### config.mk
export PLATFORM = sky130hd
export DESIGN_NAME = ddr3_host_requester
export DESIGN_NICKNAME = d
export VERILOG_FILES = /design/src/rtl/ddr3_pkg.sv /design/src/rtl/ddr3_host_requester.sv
export SDC_FILE = /design/constraint.sdc
export NUM_CORES = 1
export LEC_CHECK = 0
export CAP_MARGIN = 20
export CORE_MARGIN = 3
export CORE_UTILIZATION = 39
export DETAILED_ROUTE_END_ITERATION = 7
export DONT_BUFFER_PORTS = 1
export GPL_TIMING_DRIVEN = 1
export PLACE_DENSITY = 0.5
export SETUP_SLACK_MARGIN = 0.4
export SLEW_MARGIN = 20
export SYNTH_ARGS = -nofsm -noshare
export SYNTH_HDL_FRONTEND = slang
export SYNTH_SLANG_ARGS = --single-unit
export TNS_END_PERCENT = 50
### constraint.sdc
create_clock -name clk -period 4.12 [get_ports clk]
set_input_delay 1.03 -clock clk [delete_from_list [all_inputs] [get_ports clk]]
set_output_delay 1.03 -clock clk [all_outputs]
set_load 0.005 [all_outputs]
### src/rtl/ddr3_pkg.sv
// Shared definitions for the DDR3 controller and its client-side requesters:
// client command codes, requester state encoding and address helpers.
package ddr3_pkg;

  localparam int unsigned ADDR_W = 26;
  localparam int unsigned DATA_W = 16;

  // Client-port command codes understood by the controller
  typedef enum logic [2:0] {
    CMD_NOP = 3'b000,
    CMD_SCR = 3'b001,
    CMD_SCW = 3'b010
  } cmd_t;

  // Host requester sequencing states
  typedef enum logic [1:0] {
    ST_IDLE     = 2'd0,
    ST_WR_ISSUE = 2'd1,
    ST_RD_RUN   = 2'd2,
    ST_DONE     = 2'd3
  } req_state_t;

  // Next word address; the controller address space wraps at 2^ADDR_W
  function automatic logic [ADDR_W-1:0] addr_next(input logic [ADDR_W-1:0] a);
    return a + 26'd1;
  endfunction

endpackage

### src/rtl/ddr3_host_requester.sv
// Host-side initiator for the DDR3 controller client port. Breaks one block
// request into single-word SCW/SCR commands, throttles reads to MAX_OUT
// outstanding, pops the show-ahead return FIFO and checks return addresses.
module ddr3_host_requester
  import ddr3_pkg::*;
#(
  parameter int LEN_W   = 6,
  parameter int MAX_OUT = 16   // must stay <= 31
) (
  input  logic             clk,
  input  logic             resetbar,
  // request side
  input  logic             start,
  input  logic             req_write,
  input  logic [25:0]      req_addr,
  input  logic [LEN_W-1:0] req_len,
  input  logic [1:0]       req_sz,
  input  logic [2:0]       req_op,
  input  logic [15:0]      wdata,
  input  logic             wdata_valid,
  output logic             wdata_ready,
  output logic [15:0]      rdata,
  output logic             rdata_valid,
  output logic             busy,
  output logic             done,
  output logic             err,
  // controller side
  output logic [2:0]       cmd,
  output logic [25:0]      addr,
  output logic [1:0]       sz,
  output logic [2:0]       op,
  output logic [15:0]      din,
  input  logic             notfull,
  input  logic             ready,
  output logic             read,
  input  logic             validout,
  input  logic [15:0]      dout,
  input  logic [25:0]      raddr
);

  localparam int CNT_W = LEN_W + 1;
  localparam logic [CNT_W-1:0] CNT_ONE = {{(CNT_W-1){1'b0}}, 1'b1};
  localparam logic [31:0] MAX_OUT_U = MAX_OUT;

  req_state_t       r_state;
  logic [25:0]      r_addr;
  logic [25:0]      r_exp_addr;
  logic [CNT_W-1:0] r_issue_cnt;
  logic [CNT_W-1:0] r_ret_cnt;
  logic [LEN_W-1:0] r_len;
  logic [1:0]       r_sz;
  logic [2:0]       r_op;
  logic [15:0]      r_rdata;
  logic             r_rdata_valid;
  logic             r_done;
  logic             r_err;
  logic             r_read_d;

  logic [CNT_W-1:0] w_len_ext;
  logic [CNT_W-1:0] w_outst;
  logic             w_outst_ok;
  logic             w_more_to_issue;
  logic             w_wr_ready;
  logic             w_wr_fire;
  logic             w_rd_issue;
  logic             w_read;
  cmd_t             w_cmd;
  logic [15:0]      w_din;

  // Outstanding reads = issued minus returned; counters never wrap within a transfer
  assign w_len_ext       = {1'b0, r_len};
  assign w_outst         = r_issue_cnt - r_ret_cnt;
  assign w_outst_ok      = ({{(32-CNT_W){1'b0}}, w_outst} < MAX_OUT_U);
  assign w_more_to_issue = (r_issue_cnt < w_len_ext);

  // Command issue, write-data handshake and return-FIFO pop decisions.
  // cmd must be NOP whenever notfull is low, so it cannot be registered.
  always_comb begin
    w_wr_ready = 1'b0;
    w_wr_fire  = 1'b0;
    w_rd_issue = 1'b0;
    w_read     = 1'b0;
    w_cmd      = CMD_NOP;
    w_din      = 16'd0;
    case (r_state)
      ST_WR_ISSUE: begin
        w_wr_ready = notfull & ready;
        w_wr_fire  = wdata_valid & notfull & ready;
      end
      ST_RD_RUN: begin
        w_rd_issue = w_more_to_issue & w_outst_ok & ready & notfull;
        // validout lags the FIFO by a cycle: never pop on consecutive cycles
        w_read     = validout & ~r_read_d;
      end
      default: begin
        w_wr_ready = 1'b0;
      end
    endcase
    if (w_wr_fire) begin
      w_cmd = CMD_SCW;
      w_din = wdata;
    end else if (w_rd_issue) begin
      w_cmd = CMD_SCR;
    end else begin
      w_cmd = CMD_NOP;
    end
  end

  // Transfer sequencer: request capture, address/count tracking, return checking
  always_ff @(posedge clk or negedge resetbar) begin
    if (!resetbar) begin
      r_state       <= ST_IDLE;
      r_addr        <= 26'd0;
      r_exp_addr    <= 26'd0;
      r_issue_cnt   <= {CNT_W{1'b0}};
      r_ret_cnt     <= {CNT_W{1'b0}};
      r_len         <= {LEN_W{1'b0}};
      r_sz          <= 2'd0;
      r_op          <= 3'd0;
      r_rdata       <= 16'd0;
      r_rdata_valid <= 1'b0;
      r_done        <= 1'b0;
      r_err         <= 1'b0;
      r_read_d      <= 1'b0;
    end else begin
      r_done        <= 1'b0;
      r_rdata_valid <= 1'b0;
      r_read_d      <= w_read;
      case (r_state)
        ST_IDLE: begin
          if (start && ready) begin
            r_addr      <= req_addr;
            r_exp_addr  <= req_addr;
            r_len       <= req_len;
            r_sz        <= req_sz;
            r_op        <= req_op;
            r_err       <= 1'b0;
            r_issue_cnt <= {CNT_W{1'b0}};
            r_ret_cnt   <= {CNT_W{1'b0}};
            if (req_len == {LEN_W{1'b0}}) begin
              r_state <= ST_DONE;
              r_done  <= 1'b1;
            end else if (req_write) begin
              r_state <= ST_WR_ISSUE;
            end else begin
              r_state <= ST_RD_RUN;
            end
          end
        end
        ST_WR_ISSUE: begin
          if (w_wr_fire) begin
            r_addr      <= addr_next(r_addr);
            r_issue_cnt <= r_issue_cnt + CNT_ONE;
            if (r_issue_cnt + CNT_ONE == w_len_ext) begin
              r_state <= ST_DONE;
              r_done  <= 1'b1;
            end
          end
        end
        ST_RD_RUN: begin
          if (w_rd_issue) begin
            r_addr      <= addr_next(r_addr);
            r_issue_cnt <= r_issue_cnt + CNT_ONE;
          end
          // show-ahead FIFO: dout/raddr are valid in the pop cycle itself
          if (w_read) begin
            r_rdata       <= dout;
            r_rdata_valid <= 1'b1;
            if (raddr != r_exp_addr) begin
              r_err <= 1'b1;
            end
            r_exp_addr <= addr_next(r_exp_addr);
            r_ret_cnt  <= r_ret_cnt + CNT_ONE;
            if (r_ret_cnt + CNT_ONE == w_len_ext) begin
              r_state <= ST_DONE;
              r_done  <= 1'b1;
            end
          end
        end
        ST_DONE: begin
          r_state <= ST_IDLE;
        end
        default: begin
          r_state <= ST_IDLE;
        end
      endcase
    end
  end

  assign cmd         = w_cmd;
  assign din         = w_din;
  assign read        = w_read;
  assign wdata_ready = w_wr_ready;
  assign addr        = r_addr;
  assign sz          = r_sz;
  assign op          = r_op;
  assign rdata       = r_rdata;
  assign rdata_valid = r_rdata_valid;
  assign done        = r_done;
  assign err         = r_err;
  assign busy        = (r_state != ST_IDLE);

endmodule

==> results by group, run 1 <==
Outcome
  • Status: completed

Routing
  • Vias after detailed routing: 5365
  • Met2 WL post-DR: between 9 and 10 mm
  • Via density: 5.889
  • Initial DRC Count: 305
  • WL final: 18.77 mm
  • Top layer in use: met4
  • Met3 wire len: 1.267 mm
  • Routed len/inst: about 21 um
  • Met1 wire length: ~7.7 mm
  • Drt drc: 0
  • TritonRoute pass-1 iters: 5
  • Routed Antenna Nets: 0

Global route
  • Global-route wire length before repair: 29.53 mm
  • GRT Residual Overflow: 0
  • Number of global-route vias before repair: around 5200
  • Initial antenna violation count: 0
  • Largest net degree at the start of global routing: 99
  • Global Route Usage Sum: 20.98%

Timing
  • Max-slew headroom: about 34%
  • Final hold violation count: 0
  • RSZ-0062 raised after global routing: false
  • FMAX: 282.8 MHz
  • Slew Viols, Final: 0
  • Worst-Margin Slew: 0.9852 ns
  • Clock period minus worst slack: 3.536 ns
  • Fin Hold WS: between 0.3 and 0.4 ns
  • Tcrit/Tclk final: 85.81%
  • Final setup violation count: 0
  • Clock skew: 0.01034 ns
  • Setup TNS: 0 ns
  • Final worst setup slack: 0.5845 ns

Critical path
  • CP delay by family, top: simple AND/OR/NAND/NOR gates
  • Arr. time, crit path: 2.51 ns
  • Worst stage delay on the critical path: roughly 0.5 ns
  • Worst setup path start: r_issue_cnt[3]
  • Worst path cell trace: ha_1, a21oi_1, o21ai_2, o31a_1, nor4_4, nor4b_2
  • Crit path kind: flop to primary output
  • Slowest cell on crit path: dfrtp_1
  • Crit Path Max Fanout: 9
  • Worst setup SP type: flop
  • Start of the worst register-to-register path: r_state[0]
  • WP data required: 3.09 ns
  • CP Buf/Inv Count: 0
  • CP Capture Type: primary output

CTS
  • Clock Latency Late Sink: approximately 0.35 ns
  • Clock sinks: slightly below 100
  • CTS Hold Bufs: 0
  • Cts bufs inserted: 9
  • TritonCTS clock tree: done
  • Post-CTS Setup Bufs: 0
  • Clk buf depth: 2
  • Root Driver: clkbuf_16
  • H-Tree Depth: 3
  • Clk slew on worst S/H paths: about 0.080 ns

Placed design
  • Setup WS pre-CTS: approximately 0.70 ns
  • HPWL Detailed: about 14 mm
  • Number of port buffers: 0
  • Final GP Congestion: ~0.83

Power and ir drop
  • Cell Int Power: 3.018 mW
  • Power consumption: 5.580 mW
  • Switching Fraction: 45.91%
  • Logic pwr share: a little under half
  • Clock power frac: 16.3%
  • P per Cell Area: between 800 and 900 nW/um^2
  • Reg power frac: 36.5%
  • Worst vdd ir: 0.0005275 V
  • Pleak: 2.828 nW
  • Psw: 2.562 mW

Synthesis
  • Synth Register Bits: 98
  • Synth Area in Compound Gates: between 10 and 15%
  • Syn Inst Count: 719
  • Syn Nets: 841
  • Main combinational cell family by area after synthesis: simple AND/OR/NAND/NOR gates
  • Synth Area in XOR/XNOR: 7.404%
  • Dominant cell type by area after synthesis: dfrtp_1
  • Synthesized area per cell: 8.720 um^2
  • Register area share after synthesis: 39.11%
  • Synth Area in Adders: 3.792%
  • EDFF count, synth: 0
  • Simple-gate share of the synthesized area: between 20% and 30%
  • Synth top area share: 39.11%
  • Post-synthesis cell area: around 6300 um^2
  • Async SR Flop Fraction: 100.0%
  • Top cells by area, synth: dfrtp_1 (39%), nand2_1 (6.2%), xnor2_1 (4.2%)
  • Count of cell types in the netlist: 67
  • Mux contribution to synthesized area: under 10%
  • Primary FF master, synth: dfrtp_1
  • Ys Warns: 0

Finish
  • NumNets Final: 817
  • Leading cell type in the layout, fill and taps excluded: nand2_1
  • Layout cell share with drive strength beyond 1: 7.143%
  • Commonest cells after routing, fill and taps aside: nand2_1 (103), dfrtp_1 (98), nor3_1 (49)
  • # diodes: 0
  • Area delta synth->final: 7.264%

Min path
  • Hold WC Path Type: input pin to async pin

Floorplan
  • Width of the die: 132.8 um
  • Placement row count: 45
  • Io pins: 175
  • Initial Util: between 40% and 50%
  • Die outline height: 132.8 um
  • DIE AREA: 17630 um^2
  • CORE AREA: around 15000 um^2

Flow run
  • Max-Cap Viols: 0
[cells by family (layout without fill, tap and decap cells)]
kind of cell	count (synthesis)	in the layout
compound gates	132	132
xor+xnor	53	53
simple gates	319	319
other cells	1	1
mux	31	31
buf+inv	66	47
flops	98	98
fa+ha+maj	19	19
[sequential cells by signal (all words and copies together) (netlist names), 2 cells and up]
signal	cells
r_exp_addr	26
r_len	6
rdata	16
r_issue_cnt	7
addr	26
r_state	2
sz	2
op	3
r_ret_cnt	7
[through the flow]
stage                     area, um^2  util, %  instances
after floorplan                 6270        -        719
after global placement          6400    41.33        895
after detailed placement        6400    41.33        895
after CTS                       6723    43.42        911
after global routing            6725    43.43        911
final                           6725    43.43        911
[final cells by class]
type	count	area, um^2
flip-flops and latches	98	2452
well taps	211	264.0
repair buffers	8	60.06
inverters	23	86.33
clock buffers	13	270.3
multi-input cells	555	3546
fillers	1553	8758
clock inverters	3	46.29
[power groups by stage]
stage / combinational [mW] / sequential (mW) / clock (mW)
floorplan: 2.25 / 1.80 / 0
global placement: 2.56 / 2.04 / 0
global route: 3.00 / 2.11 / 0.963
CTS: 2.65 / 2.04 / 0.926
detailed placement: 2.64 / 2.06 / 0
finish: 2.64 / 2.03 / 0.908
[per-layer routing]
| metal | vias up | global-route usage, % |
|---|---|---|
| li1 | 2542 | - |
| met1 | 2605 | 26.47 |
| met2 | 195 | 36.06 |
| met3 | 23 | 5.057 |
| met4 | 0 | 5.427 |
| met5 | - | 0 |
[worst paths after layout]
path                            cells after the start  slack, ns             end
worst min register to register                      2       0.51        rdata[0]
min in group clk                                    2       0.51        rdata[0]
max in group asynchronous                           0       3.59           sz[0]
worst min-delay path                                0       0.36        addr[12]
worst max-delay path                                6       0.58          cmd[0]
worst max register to register                      9       1.08  r_exp_addr[12]
[synthesized netlist by cell type, types with 18 or more instances]
cell,number
ha_1,19
nand2_1,104
clkbuf_1,36
nand3_1,41
nor3_1,49
nand4_1,18
xor2_1,23
inv_1,21
mux2i_1,19
and3_1,33
nor2_1,30
o21ai_0,26
xnor2_1,30
dfrtp_1,98
a21oi_1,23
[what timing repair did]
item	in CTS	in global routing
gates cloned	0	0
resized for setup	1	1
setup endpoints to repair	1	1
Power figures use the tool's default switching activity.
==> inputs of run 2 (changes only) <==
- REMOVE_ABC_BUFFERS: not set -> 1
==> run 2 against run 1 <==
Against the previous run:
- clock skew is 0.00084 ns higher
- worst hold slack worse by 0.0067 ns
- non-clock buffer count is 2 higher
- utilization is 0.44 points higher
- die area stayed put
- critical path type unchanged
- critical endpoint unchanged
- largest power group unchanged
- highest routed layer unchanged
==> results by group, run 2 (synthesized netlist as in run 1, its figures left out) <==
Outcome
  • Status: completed (unchanged)

CTS
  • H-Tree Depth: 3 (unchanged)
  • Clock Latency Late Sink: 0.36 ns (was 0.35 ns)
  • Clk buf depth: 2 (unchanged)
  • Clock sinks: 98 (unchanged)
  • CTS Hold Bufs: 0 (unchanged)
  • Root Driver: clkbuf_16 (unchanged)
  • Clk slew on worst S/H paths: 0.08 ns (about the same)
  • TritonCTS clock tree: done (unchanged)
  • Cts bufs inserted: 9 (unchanged)

Global route
  • Initial antenna violation count: 1 (was 0)
  • Global-route wire length before repair: 30.02 mm (was 29.53 mm)
  • GRT Residual Overflow: 0 (unchanged)
  • Number of global-route vias before repair: 5380 (was 5214)
  • Largest net degree at the start of global routing: 99 (unchanged)
  • Global Route Usage Sum: 21.28% (was 20.98%)

Flow run
  • Max-Cap Viols: 0 (unchanged)

Placed design
  • Number of port buffers: 0 (unchanged)
  • Cells after DPL: 897 (was 895)
  • Setup WS pre-CTS: 0.8175 ns (was 0.6971 ns)
  • HPWL Detailed: 14.19 mm (was 14.07 mm)
  • Final GP Congestion: 0.8686 (was 0.8345)

Timing
  • Max-slew headroom: 35.27% (was 34.32%)
  • Clock skew: 0.01117 ns (was 0.01034 ns)
  • Slew Viols, Final: 0 (unchanged)
  • Final setup violation count: 0 (unchanged)
  • FMAX: 283.3 MHz (was 282.8 MHz)
  • Setup TNS: 0 ns (unchanged)
  • Clock period minus worst slack: 3.529 ns (was 3.536 ns)
  • Worst-Margin Slew: 0.9709 ns (was 0.9852 ns)
  • Final worst setup slack: 0.5908 ns (was 0.5845 ns)
  • Final hold violation count: 0 (unchanged)
  • RSZ-0062 raised after global routing: false (unchanged)
  • Tcrit/Tclk final: 85.66% (was 85.81%)

Critical path
  • Start of the worst register-to-register path: r_issue_cnt[3] (was r_state[0])
  • Worst setup SP type: flop (unchanged)
  • Crit Path Max Fanout: 9 (unchanged)
  • Reg-to-reg endpoint: addr[25] (was r_exp_addr[12])
  • Crit path kind: flop to primary output (unchanged)
  • Flop-to-flop setup slack: 0.99 ns (was 1.08 ns)
  • WP data required: 3.09 ns (about the same)
  • CP Capture Type: primary output (unchanged)
  • Worst Reg-to-Reg Cells: 9 (unchanged)
  • Arr. time, crit path: 2.50 ns (was 2.51 ns)

Floorplan
  • Width of the die: 132.8 um (unchanged)
  • Die outline height: 132.8 um (unchanged)
  • Initial Util: 40.49% (unchanged)
  • DIE AREA: 17630 um^2 (unchanged)
  • Io pins: 175 (unchanged)
  • CORE AREA: 15480 um^2 (unchanged)
  • Placement row count: 45 (unchanged)

Finish
  • Area delta synth->final: 8.362% (was 7.264%)
  • Layout cell share with drive strength beyond 1: 7.407% (was 7.143%)
  • Commonest cells after routing, fill and taps aside: nand2_1 (104), dfrtp_1 (98), nor3_1 (49) (was nand2_1 (103), dfrtp_1 (98), nor3_1 (49))
  • Fin cells: 914 (was 911)
  • Leading cell type in the layout, fill and taps excluded: nand2_1 (unchanged)
  • NumNets Final: 819 (was 817)

Routing
  • Vias after detailed routing: 5391 (was 5365)
  • Routed Antenna Nets: 0 (unchanged)
  • Drt drc: 0 (unchanged)
  • WL final: 19.02 mm (was 18.77 mm)
  • Via density: 5.898 (was 5.889)
  • TritonRoute pass-1 iters: 5 (unchanged)
  • Initial DRC Count: 453 (was 305)
  • Routed len/inst: 20.81 um (was 20.60 um)

Power and ir drop
  • Pleak: 2.860 nW (was 2.828 nW)
  • Worst vdd ir: 0.0005022 V (was 0.0005275 V)
  • P per Cell Area: 844.1 nW/um^2 (was 829.7 nW/um^2)

Min path
  • Hold WC Path Type: input pin to async pin (unchanged)
-- run 2: area by class of cell --
cell class,instances,area [um^2]
inverter,23,86.33
tap,211,264.0
fill,1533,8690
timing repair buffer,10,87.58
sequential,98,2452
antenna,1,2.502
clock buffer,9,225.2
multi-input combinational,555,3552
clock inverter,7,123.9
-- run 2: routing by layer --
layer	part of all wire (%)	routed length, um	track usage (%)	up-vias
met5	0	0	0	-
met1	42	7977	26.80	2636
met3	6.2	1173	5.209	23
met4	2.1	395	5.831	0
li1	-	-	-	2556
met2	50	9477	36.46	176
-- run 2: metrics by stage --
| stage | instance area, um^2 | hold slack [ns] | util [%] | power, mW |
|---|---|---|---|---|
| floorplan | 6068 | 0.4697 | - | 3.885 |
| global placement | 6427 | 0.4978 | 41.51 | 4.636 |
| detailed placement | 6427 | 0.4970 | 41.51 | 4.732 |
| CTS | 6783 | 0.3498 | 43.81 | 5.765 |
| global route | 6794 | 0.3479 | 43.88 | 6.221 |
| finish | 6794 | 0.3573 | 43.88 | 5.735 |
-- run 2: how the worst max path moves through the flow --
stage | start | endpoint | cells after the start
3_5_place_dp | r_issue_cnt[3] | cmd[0] | 6
6_report | r_issue_cnt[3] | cmd[0] | 6
3_3_place_gp | r_issue_cnt[3] | cmd[0] | 6
4_1_cts | r_issue_cnt[3] | cmd[0] | 6
5_1_grt | r_ret_cnt[3] | cmd[0] | 7
2_1_floorplan | ready | r_issue_cnt[0] | 7
-- run 2: worst max-delay path, cell delays in order (launching register included) --
cell and delay (ns):
dfrtp_1 0.49, ha_1 0.37, a21oi_1 0.19, o21ai_2 0.12, o31a_1 0.28, nor4_4 0.39, nor4b_4 0.30
-- run 2: repair_timing --
item                       CTS  global route
setup buffers                0             0
setup endpoints to repair    1             1
gates resized for setup      1             1
-- run 2: report_power, final --
group          internal [mW]  leakage [nW]  switching (mW)
sequential              1.40          1.22           0.627
clock                  0.601         0.167           0.409
combinational           1.12          1.47            1.58
==> inputs of run 3 (changes only) <==
- CORE_UTILIZATION: 39 -> 30
- PLACE_DENSITY: 0.5 -> 0.41
==> run 3 against run 2 <==
Against the previous run:
- sequential cell count unchanged
- critical endpoint unchanged
- clock power decreased by 12%
- sequential share of layout area about the same
- wire length is 7.0% higher
- highest routed layer unchanged
- cell area is essentially flat
- critical path depth unchanged
- setup slack worse by 0.00065 ns
- largest power group unchanged
- non-clock buffer count stayed put
==> results by group, run 3 (synthesized netlist as in run 1, its figures left out) <==
CTS
  • Clock sinks: 98 (unchanged)
  • CTS Hold Bufs: 0 (unchanged)
  • H-Tree Depth: 3 (unchanged)
  • Post-CTS Setup Bufs: 0 (unchanged)
  • # resized after CTS: 0 (was 1)
  • Clock Latency Late Sink: 0.35 ns (was 0.36 ns)
  • Cts bufs inserted: 9 (unchanged)
  • Root Driver: clkbuf_16 (unchanged)
  • Clk buf depth: 2 (unchanged)
  • TritonCTS clock tree: done (unchanged)
  • Clk slew on worst S/H paths: 0.07 ns (was 0.08 ns)

Timing
  • FMAX: 283.3 MHz (about the same)
  • Final setup violation count: 0 (unchanged)
  • Setup TNS: 0 ns (unchanged)
  • Clock period minus worst slack: 3.530 ns (was 3.529 ns)
  • Clock skew: 0.01308 ns (was 0.01117 ns)
  • Final hold violation count: 0 (unchanged)
  • Max-slew headroom: 35.47% (was 35.27%)
  • RSZ-0062 raised after global routing: false (unchanged)
  • Tcrit/Tclk final: 85.68% (was 85.66%)
  • Slew Viols, Final: 0 (unchanged)
  • Worst-Margin Slew: 0.9679 ns (was 0.9709 ns)

Routing
  • Vias after detailed routing: 5435 (was 5391)
  • Initial DRC Count: 346 (was 453)
  • TritonRoute pass-1 iters: 5 (unchanged)
  • Routed Antenna Nets: 0 (unchanged)
  • WL final: 20.35 mm (was 19.02 mm)
  • Routed len/inst: 20.92 um (was 20.81 um)
  • Via density: 5.586 (was 5.898)
  • Drt drc: 0 (unchanged)

Placed design
  • HPWL Detailed: 15.31 mm (was 14.19 mm)
  • Final GP Congestion: 0.8270 (was 0.8686)
  • Number of port buffers: 0 (unchanged)

Critical path
  • Worst setup SP type: flop (unchanged)
  • Flop-to-flop setup slack: 1.02 ns (was 0.99 ns)
  • Crit path kind: flop to primary output (unchanged)
  • Crit Path Max Fanout: 9 (unchanged)
  • Arr. time, crit path: 2.50 ns (about the same)
  • WP data required: 3.09 ns (about the same)
  • CP Capture Type: primary output (unchanged)

Floorplan
  • Placement row count: 52 (was 45)
  • Initial Util: 30.79% (was 40.49%)
  • Io pins: 175 (unchanged)
  • Width of the die: 150.6 um (was 132.8 um)
  • CORE AREA: 20360 um^2 (was 15480 um^2)
  • Die outline height: 150.6 um (was 132.8 um)
  • DIE AREA: 22670 um^2 (was 17630 um^2)

Finish
  • NumNets Final: 819 (unchanged)
  • Area delta synth->final: 8.421% (was 8.362%)
  • Commonest cells after routing, fill and taps aside: nand2_1 (104), dfrtp_1 (98), nor3_1 (49) (unchanged)
  • Layout cell share with drive strength beyond 1: 7.265% (was 7.407%)
  • Leading cell type in the layout, fill and taps excluded: nand2_1 (unchanged)

Power and ir drop
  • Power consumption: 5.620 mW (was 5.735 mW)
  • Worst vdd ir: 0.0004249 V (was 0.0005022 V)
  • P per Cell Area: 826.7 nW/um^2 (was 844.1 nW/um^2)
  • Pleak: 2.825 nW (was 2.860 nW)

Min path
  • Hold WC Path Type: input pin to async pin (unchanged)

Global route
  • GRT Residual Overflow: 0 (unchanged)
  • Global-route wire length before repair: 30.93 mm (was 30.02 mm)
  • Number of global-route vias before repair: 5251 (was 5380)
  • Initial antenna violation count: 1 (unchanged)
  • Global Route Usage Sum: 17.79% (was 21.28%)
  • Largest net degree at the start of global routing: 99 (unchanged)

Flow run
  • Max-Cap Viols: 0 (unchanged)

Outcome
  • Status: completed (unchanged)
-- run 3: cell type report --
| type | count | area (um^2) |
|---|---|---|
| multi-input combinational | 555 | 3546 |
| tap | 270 | 337.8 |
| fill | 2141 | 13570 |
| antenna | 1 | 2.502 |
| inverter | 23 | 86.33 |
| clock inverter | 4 | 51.30 |
| sequential | 98 | 2452 |
| timing repair buffer | 10 | 75.07 |
| clock buffer | 12 | 246.5 |
-- run 3: report_power, final --
part           total (mW)  switching, mW  leakage [nW]  internal, mW
Clock               0.886          0.397         0.143         0.489
Combinational        2.69           1.58          1.46          1.11
Sequential           2.04          0.637          1.22          1.40
-- run 3: final timing paths --
| path | start | end | cells after the start |
|---|---|---|---|
| max in group asynchronous | resetbar | r_exp_addr[17] | 0 |
| worst max-delay path | r_issue_cnt[3] | cmd[0] | 6 |
| worst min register to register | rdata[3] | rdata[3] | 2 |
| worst min-delay path | resetbar | addr[12] | 0 |
| min in group clk | rdata[3] | rdata[3] | 2 |
| worst max register to register | r_issue_cnt[3] | addr[13] | 9 |
-- run 3: critical path, stage by stage (launching register included) --
cell and delay [ns]:
dfrtp_1 0.49, ha_1 0.36, a21oi_1 0.17, o21ai_2 0.11
o31a_1 0.28, nor4_4 0.37, nor4b_2 0.37
-- run 3: routing by layer --
metal	part of all wire, %	vias to the layer above	wire, um	GRT usage [%]
li1	-	2553	-	-
met1	41	2666	8431	23.03
met2	49	195	9998	29.20
met3	7.3	21	1484	4.064
met4	2.2	0	439	6.130
met5	0	-	0	0
-- run 3: stage by stage --
| stage | instances | worst slack [ns] | hold slack (ns) | util (%) | area [um^2] |
|---|---|---|---|---|---|
| final | 973 | 0.5901 | 0.3622 | 33.38 | 6798 |
| after global routing | 973 | 0.4488 | 0.3427 | 33.38 | 6798 |
| after CTS | 972 | 0.4167 | 0.3457 | 33.34 | 6789 |
| after detailed placement | 956 | 0.8035 | 0.4982 | 31.88 | 6491 |
| after global placement | 956 | 0.8647 | 0.4997 | 31.88 | 6491 |
| after floorplan | 676 | 1.151 | 0.4697 | - | 6068 |
